### src/rtl/alu_addsub_seq.sv
// Sequential add/subtract ALU: one CHUNK-bit slice per cycle, LSB first,
// with a ripple carry kept in a register between cycles. Valid/ready
// handshake on both sides; the result is held in DONE until it is consumed.
module alu_addsub_seq #(
  parameter int WIDTH = 8,
  parameter int CHUNK = 4
) (
  input  logic             clk,
  input  logic             rst_n,
  input  logic             in_valid,
  output logic             in_ready,
  input  logic [WIDTH-1:0] in_a,
  input  logic [WIDTH-1:0] in_b,
  input  logic             cin,
  input  logic             mode,
  output logic             out_valid,
  input  logic             out_ready,
  output logic [WIDTH-1:0] out_sum,
  output logic             cout,
  output logic             ovf,
  output logic             zero,
  output logic             neg
);
  localparam int N  = WIDTH / CHUNK;
  localparam int CW = (N > 1) ? $clog2(N) : 1;

  typedef enum logic [1:0] {IDLE, CALC, DONE} state_t;

  state_t           state, state_nxt;
  logic [CW-1:0]    cnt;
  logic             carry;
  logic             rdy;      // low in reset and until the first edge after it
  logic [WIDTH-1:0] a_q, b_q; // b_q already inverted for subtract
  logic [CHUNK-1:0] a_sl, b_sl, s_sl;
  logic             c_sl;
  logic [WIDTH-1:0] sum_nxt;
  logic             last;
  logic             accept;
  int               sh;

  assign accept    = in_valid & in_ready;
  assign last      = (cnt == CW'(N - 1));
  assign in_ready  = (state == IDLE) & rdy;
  assign out_valid = (state == DONE);

  // Current slice add and the partial result with that slice merged in
  always_comb begin
    sh      = int'(cnt) * CHUNK;
    a_sl    = CHUNK'(a_q >> sh);
    b_sl    = CHUNK'(b_q >> sh);
    {c_sl, s_sl} = {1'b0, a_sl} + {1'b0, b_sl} + {{CHUNK{1'b0}}, carry};
    sum_nxt = (out_sum & ~(WIDTH'({CHUNK{1'b1}}) << sh)) | (WIDTH'(s_sl) << sh);
  end

  // State register
  always_ff @(posedge clk or negedge rst_n) begin
    if (!rst_n) state <= IDLE;
    else        state <= state_nxt;
  end

  // Next-state logic
  always_comb begin
    state_nxt = state;
    case (state)
      IDLE:    if (accept)    state_nxt = CALC;
      CALC:    if (last)      state_nxt = DONE;
      DONE:    if (out_ready) state_nxt = IDLE;
      default:                state_nxt = IDLE;
    endcase
  end

  // Operand capture, per-slice accumulation and final flag computation
  always_ff @(posedge clk or negedge rst_n) begin
    if (!rst_n) begin
      rdy     <= 1'b0;
      a_q     <= '0;
      b_q     <= '0;
      carry   <= 1'b0;
      cnt     <= '0;
      out_sum <= '0;
      cout    <= 1'b0;
      ovf     <= 1'b0;
      zero    <= 1'b0;
      neg     <= 1'b0;
    end else begin
      rdy <= 1'b1;
      if (accept) begin
        a_q   <= in_a;
        b_q   <= mode ? ~in_b : in_b;
        carry <= mode ? ~cin : cin;
        cnt   <= '0;
      end else if (state == CALC) begin
        carry   <= c_sl;
        out_sum <= sum_nxt;
        cnt     <= cnt + CW'(1);
        if (last) begin
          cout <= c_sl;
          // carry into the MSB recovered from the MSB sum bit, xor carry out
          ovf  <= (a_sl[CHUNK-1] ^ b_sl[CHUNK-1] ^ s_sl[CHUNK-1]) ^ c_sl;
          zero <= (sum_nxt == '0);
          neg  <= sum_nxt[WIDTH-1];
        end
      end
    end
  end
endmodule

### config.mk
export PLATFORM = sky130hd
export DESIGN_NAME = alu_addsub_seq
export DESIGN_NICKNAME = d
export VERILOG_FILES = /design/src/rtl/alu_addsub_seq.sv
export SDC_FILE = /design/constraint.sdc
export NUM_CORES = 1
export LEC_CHECK = 0
export BUFFER_PORTS_ARGS = -buffer_cell sky130_fd_sc_hd__buf_2
export CAP_MARGIN = 15
export CORE_MARGIN = 1
export CORE_UTILIZATION = 45
export CTS_BUF_LIST = sky130_fd_sc_hd__clkbuf_4 sky130_fd_sc_hd__clkbuf_8 sky130_fd_sc_hd__clkbuf_16
export CTS_CLUSTER_DIAMETER = 200
export DETAILED_ROUTE_END_ITERATION = 16
export PLACE_DENSITY = 0.76
export SYNTH_ARGS = -nofsm -noshare
export SYNTH_HDL_FRONTEND = slang
export SYNTH_SLANG_ARGS = --single-unit
### constraint.sdc
create_clock -name clk -period 2.73 [get_ports clk]
set_input_delay 0.4095 -clock clk [delete_from_list [all_inputs] [get_ports clk]]
set_output_delay 0.4095 -clock clk [all_outputs]
set_load 0.01 [all_outputs]
==> impl_results.md <==
- Post-Route WL: 2770 um
- Worst skew pair latency: 320 ps
- Final Hold Vio Count: 0
- Max Slew Vio Count: 0
- Pwr dens: 1300 nW/um^2
- Synth Net Count: 162
- Startpoint Class: register
- Seq cells post-synth: 33
- DR WL/cell: 12.7 um
- Area Overhead vs Synth: 15.4%
- TritonCTS clock tree: built
- Fin util: 54.7%
- Die span in x: 61.8 um
- Netlist cell types: 30
- Post-CTS Resized: 0
- Data arrival, critical path: 2670 ps
- CTS Buf Count: 5
- Sequential Power Share: 36.3%
- Switching power: 0.952 mW
- Worst R2R Setup Slack: 250 ps
- Final period util: 91.0%
- Clock network power share: 12.7%
- Buffers on Ports: 35
- Worst-path clk slew: 100 ps
- Outcome: finished clean
- Pin count of the biggest net entering global routing: 34
- # Post-CTS Setup Buffers: 0
- Slew Limit Headroom: 52.5%
- Most used cell, CP: fa_1
- Reg area: 826 um^2
- Mapped cell area: 1610 um^2
- Critical path class: register to register
- Die area: 3810 um^2
- Pint: 1.45 mW
- P_leak: 0.865 nW
- Hold WC Path Type: primary input to async pin
- Largest fanout on the critical path: 11
- Multi-input gate area: 707 um^2
- Core area: 3390 um^2
- Sequential area share after synthesis: 51.4%
- Slew @ Worst Pin: 713 ps
- Fill count: 315
- Site Rows: 21
- Unrepaired setup endpoints after global routing: false
- Worst R2R End: ovf$_DFFE_PN0P_
- Max cap viols: 0
- CP bufs+invs: 1
- CP required: 2920 ps
- Warnings, synthesis: 0
- Grt total ovfl: 0
- Post-CTS Hold Buffers: 0
- Slowest CP cell: dfrtp_1
- Post-synthesis cell count: 135
- # diodes: 0
- Final setup TNS: 0 ps
- HPWL Detailed: 2080 um
- CTS root buffer: clkbuf_4
- Top Ports: 36
- DR vias: 1074
- Clk buf depth: 2
- DRC: 0
- Global-route wire length before repair: 4420 um
- Delay-heaviest family, CP: adder cells
- Vias in the first global route: 1052
- Vias per std cell: 4.93
- H-tree lvl count: 2
- Setup violators final: 0
- Post-route minimum period: 2480 ps
- CP Depth: 8
- Drt first pass iters: 4
- Max Clock Freq: 0.403 GHz
- Initial antenna violation count: 0
- Switching share of power: 39.6%
- VDD IR-drop max: 504 uV
- Sink Count: 33
- Final Wtd Congestion: 0.861
- Worst R2R Path Depth: 8
- Critical Path Sink Type: register
- Clock Skews: 8.54 ps
- Comb pwr share: 51.0%
- GRT Resource Usage Total: 16.7%
- Final ANT Viol Nets: 0
- Worst stage delay on the critical path: 610 ps
- Synth Area per Inst: 11.9 um^2
- Die Y: 61.8 um
- Initial core utilization: 47.4%
- Reg-to-Reg Start: cnt$_DFFE_PN0P_
- CP cell instances: mux2i_1, fa_1, inv_1, fa_1, a21o_1, a21oi_1, xor2_1, o21ai_0
- DR iter-0 viols: 67
- Nets: 198
- Layout cells sized above 1: 40.1%
-- layer usage --
| layer | wire length [um] | share of wire [%] | global-route usage, % |
|---|---|---|---|
| met5 | 0 | 0 | 0 |
| met4 | 67 | 2.4 | 7.62 |
| met3 | 118 | 4.3 | 6.42 |
| met2 | 1350 | 49 | 28.1 |
| met1 | 1240 | 45 | 18.8 |
-- cell type report --
type / count / area share (%)
flip-flops and latches: 33 / 44.5
multi-input cells: 92 / 38.1
repair buffers: 36 / 9.85
clock buffers: 7 / 3.51
well taps: 46 / 3.10
inverters: 3 / 0.607
clock inverters: 1 / 0.270
-- stage by stage --
stage | power [mW] | area [um^2] | hold WS (ps) | worst slack (ps) | instances
CTS | 2.43 | 1850 | 138 | 260 | 218
detailed placement | 2.12 | 1780 | 466 | 263 | 210
finish | 2.40 | 1850 | 127 | 247 | 218
global placement | 2.07 | 1780 | 457 | 435 | 210
global route | 2.61 | 1850 | 158 | 87.9 | 218
floorplan | 1.80 | 1610 | 114 | 628 | 135
-- state kept, by name, indices dropped and copies added (netlist names), 2 cells and up --
register  count
b_q           8
state         2
a_q           8
out_sum       8
-- cell usage after synthesis --
cell | count | share of area, %
mux2_4 | 1 | 0.93
nor3b_2 | 1 | 0.78
nor2_1 | 8 | 1.9
o21ai_0 | 10 | 3.1
conb_1 | 1 | 0.23
mux2i_1 | 2 | 1.2
clkbuf_2 | 1 | 0.31
mux2_2 | 15 | 11
a22o_1 | 1 | 0.55
inv_1 | 3 | 0.70
buf_2 | 1 | 0.31
o21ai_1 | 1 | 0.31
buf_6 | 4 | 2.8
fa_1 | 2 | 2.5
nor3b_1 | 1 | 0.47
a21oi_1 | 3 | 0.93
a21oi_2 | 8 | 4.4
and2_1 | 1 | 0.39
a21o_1 | 1 | 0.47
ha_1 | 3 | 2.3
nor4_1 | 1 | 0.39
or2_1 | 1 | 0.39
o221ai_1 | 1 | 0.55
nand2b_1 | 3 | 1.2
buf_4 | 1 | 0.47
dfrtp_1 | 33 | 51
xnor2_1 | 10 | 5.5
xor2_1 | 2 | 1.1
nand2_1 | 13 | 3.0
nand3b_1 | 2 | 0.93
-- power groups by stage --
stage	logic [mW]	registers [mW]	clock network [mW]
floorplan	0.938	0.867	0
global placement	1.20	0.875	0
detailed placement	1.23	0.886	0
CTS	1.24	0.874	0.320
global route	1.37	0.902	0.342
finish	1.23	0.872	0.306
-- how the worst max path moves through the flow --
stage | slack (ps) | end | startpoint
2_1_floorplan | 630 | ovf$_DFFE_PN0P_ | cnt$_DFFE_PN0P_
3_5_place_dp | 260 | ovf$_DFFE_PN0P_ | cnt$_DFFE_PN0P_
3_3_place_gp | 430 | ovf$_DFFE_PN0P_ | cnt$_DFFE_PN0P_
6_report | 250 | ovf$_DFFE_PN0P_ | cnt$_DFFE_PN0P_
4_1_cts | 260 | ovf$_DFFE_PN0P_ | cnt$_DFFE_PN0P_
5_1_grt | 90 | ovf$_DFFE_PN0P_ | cnt$_DFFE_PN0P_
-- layout by cell type (no fill, tap or decap), drive strengths merged --
| cell type | synthesis | final |
|---|---|---|
| clkbuf | 1 | 7 |
| o21ai | 11 | 11 |
| xor2 | 2 | 2 |
| fa | 2 | 2 |
| mux2 | 16 | 16 |
| clkinv | 0 | 1 |
| a22o | 1 | 1 |
| ha | 3 | 3 |
| nor4 | 1 | 1 |
| nor3b | 2 | 2 |
| a21oi | 11 | 11 |
| o221ai | 1 | 1 |
| buf | 6 | 36 |
| inv | 3 | 3 |
| dfrtp | 33 | 33 |
| nor2 | 8 | 8 |
| nand3b | 2 | 2 |
| xnor2 | 10 | 10 |
| a21o | 1 | 1 |
| or2 | 1 | 1 |
| and2 | 1 | 1 |
| nand2 | 13 | 13 |
| nand2b | 3 | 3 |
| mux2i | 2 | 2 |
| conb | 1 | 1 |
-- kinds of logic after synthesis --
logic type	Yosys count	share of synthesized area [%]
DFF	33	51.4
and+or+nand+nor	31	9.42
AOI/OAI and AO/OA	25	10.3
muxes	18	12.7
xor gates and xnor gates	12	6.54
buffers and inverters	10	4.59
adders and majority gates	5	4.83
other	1	0.233
No activity file was read; power rests on OpenSTA's default activity.
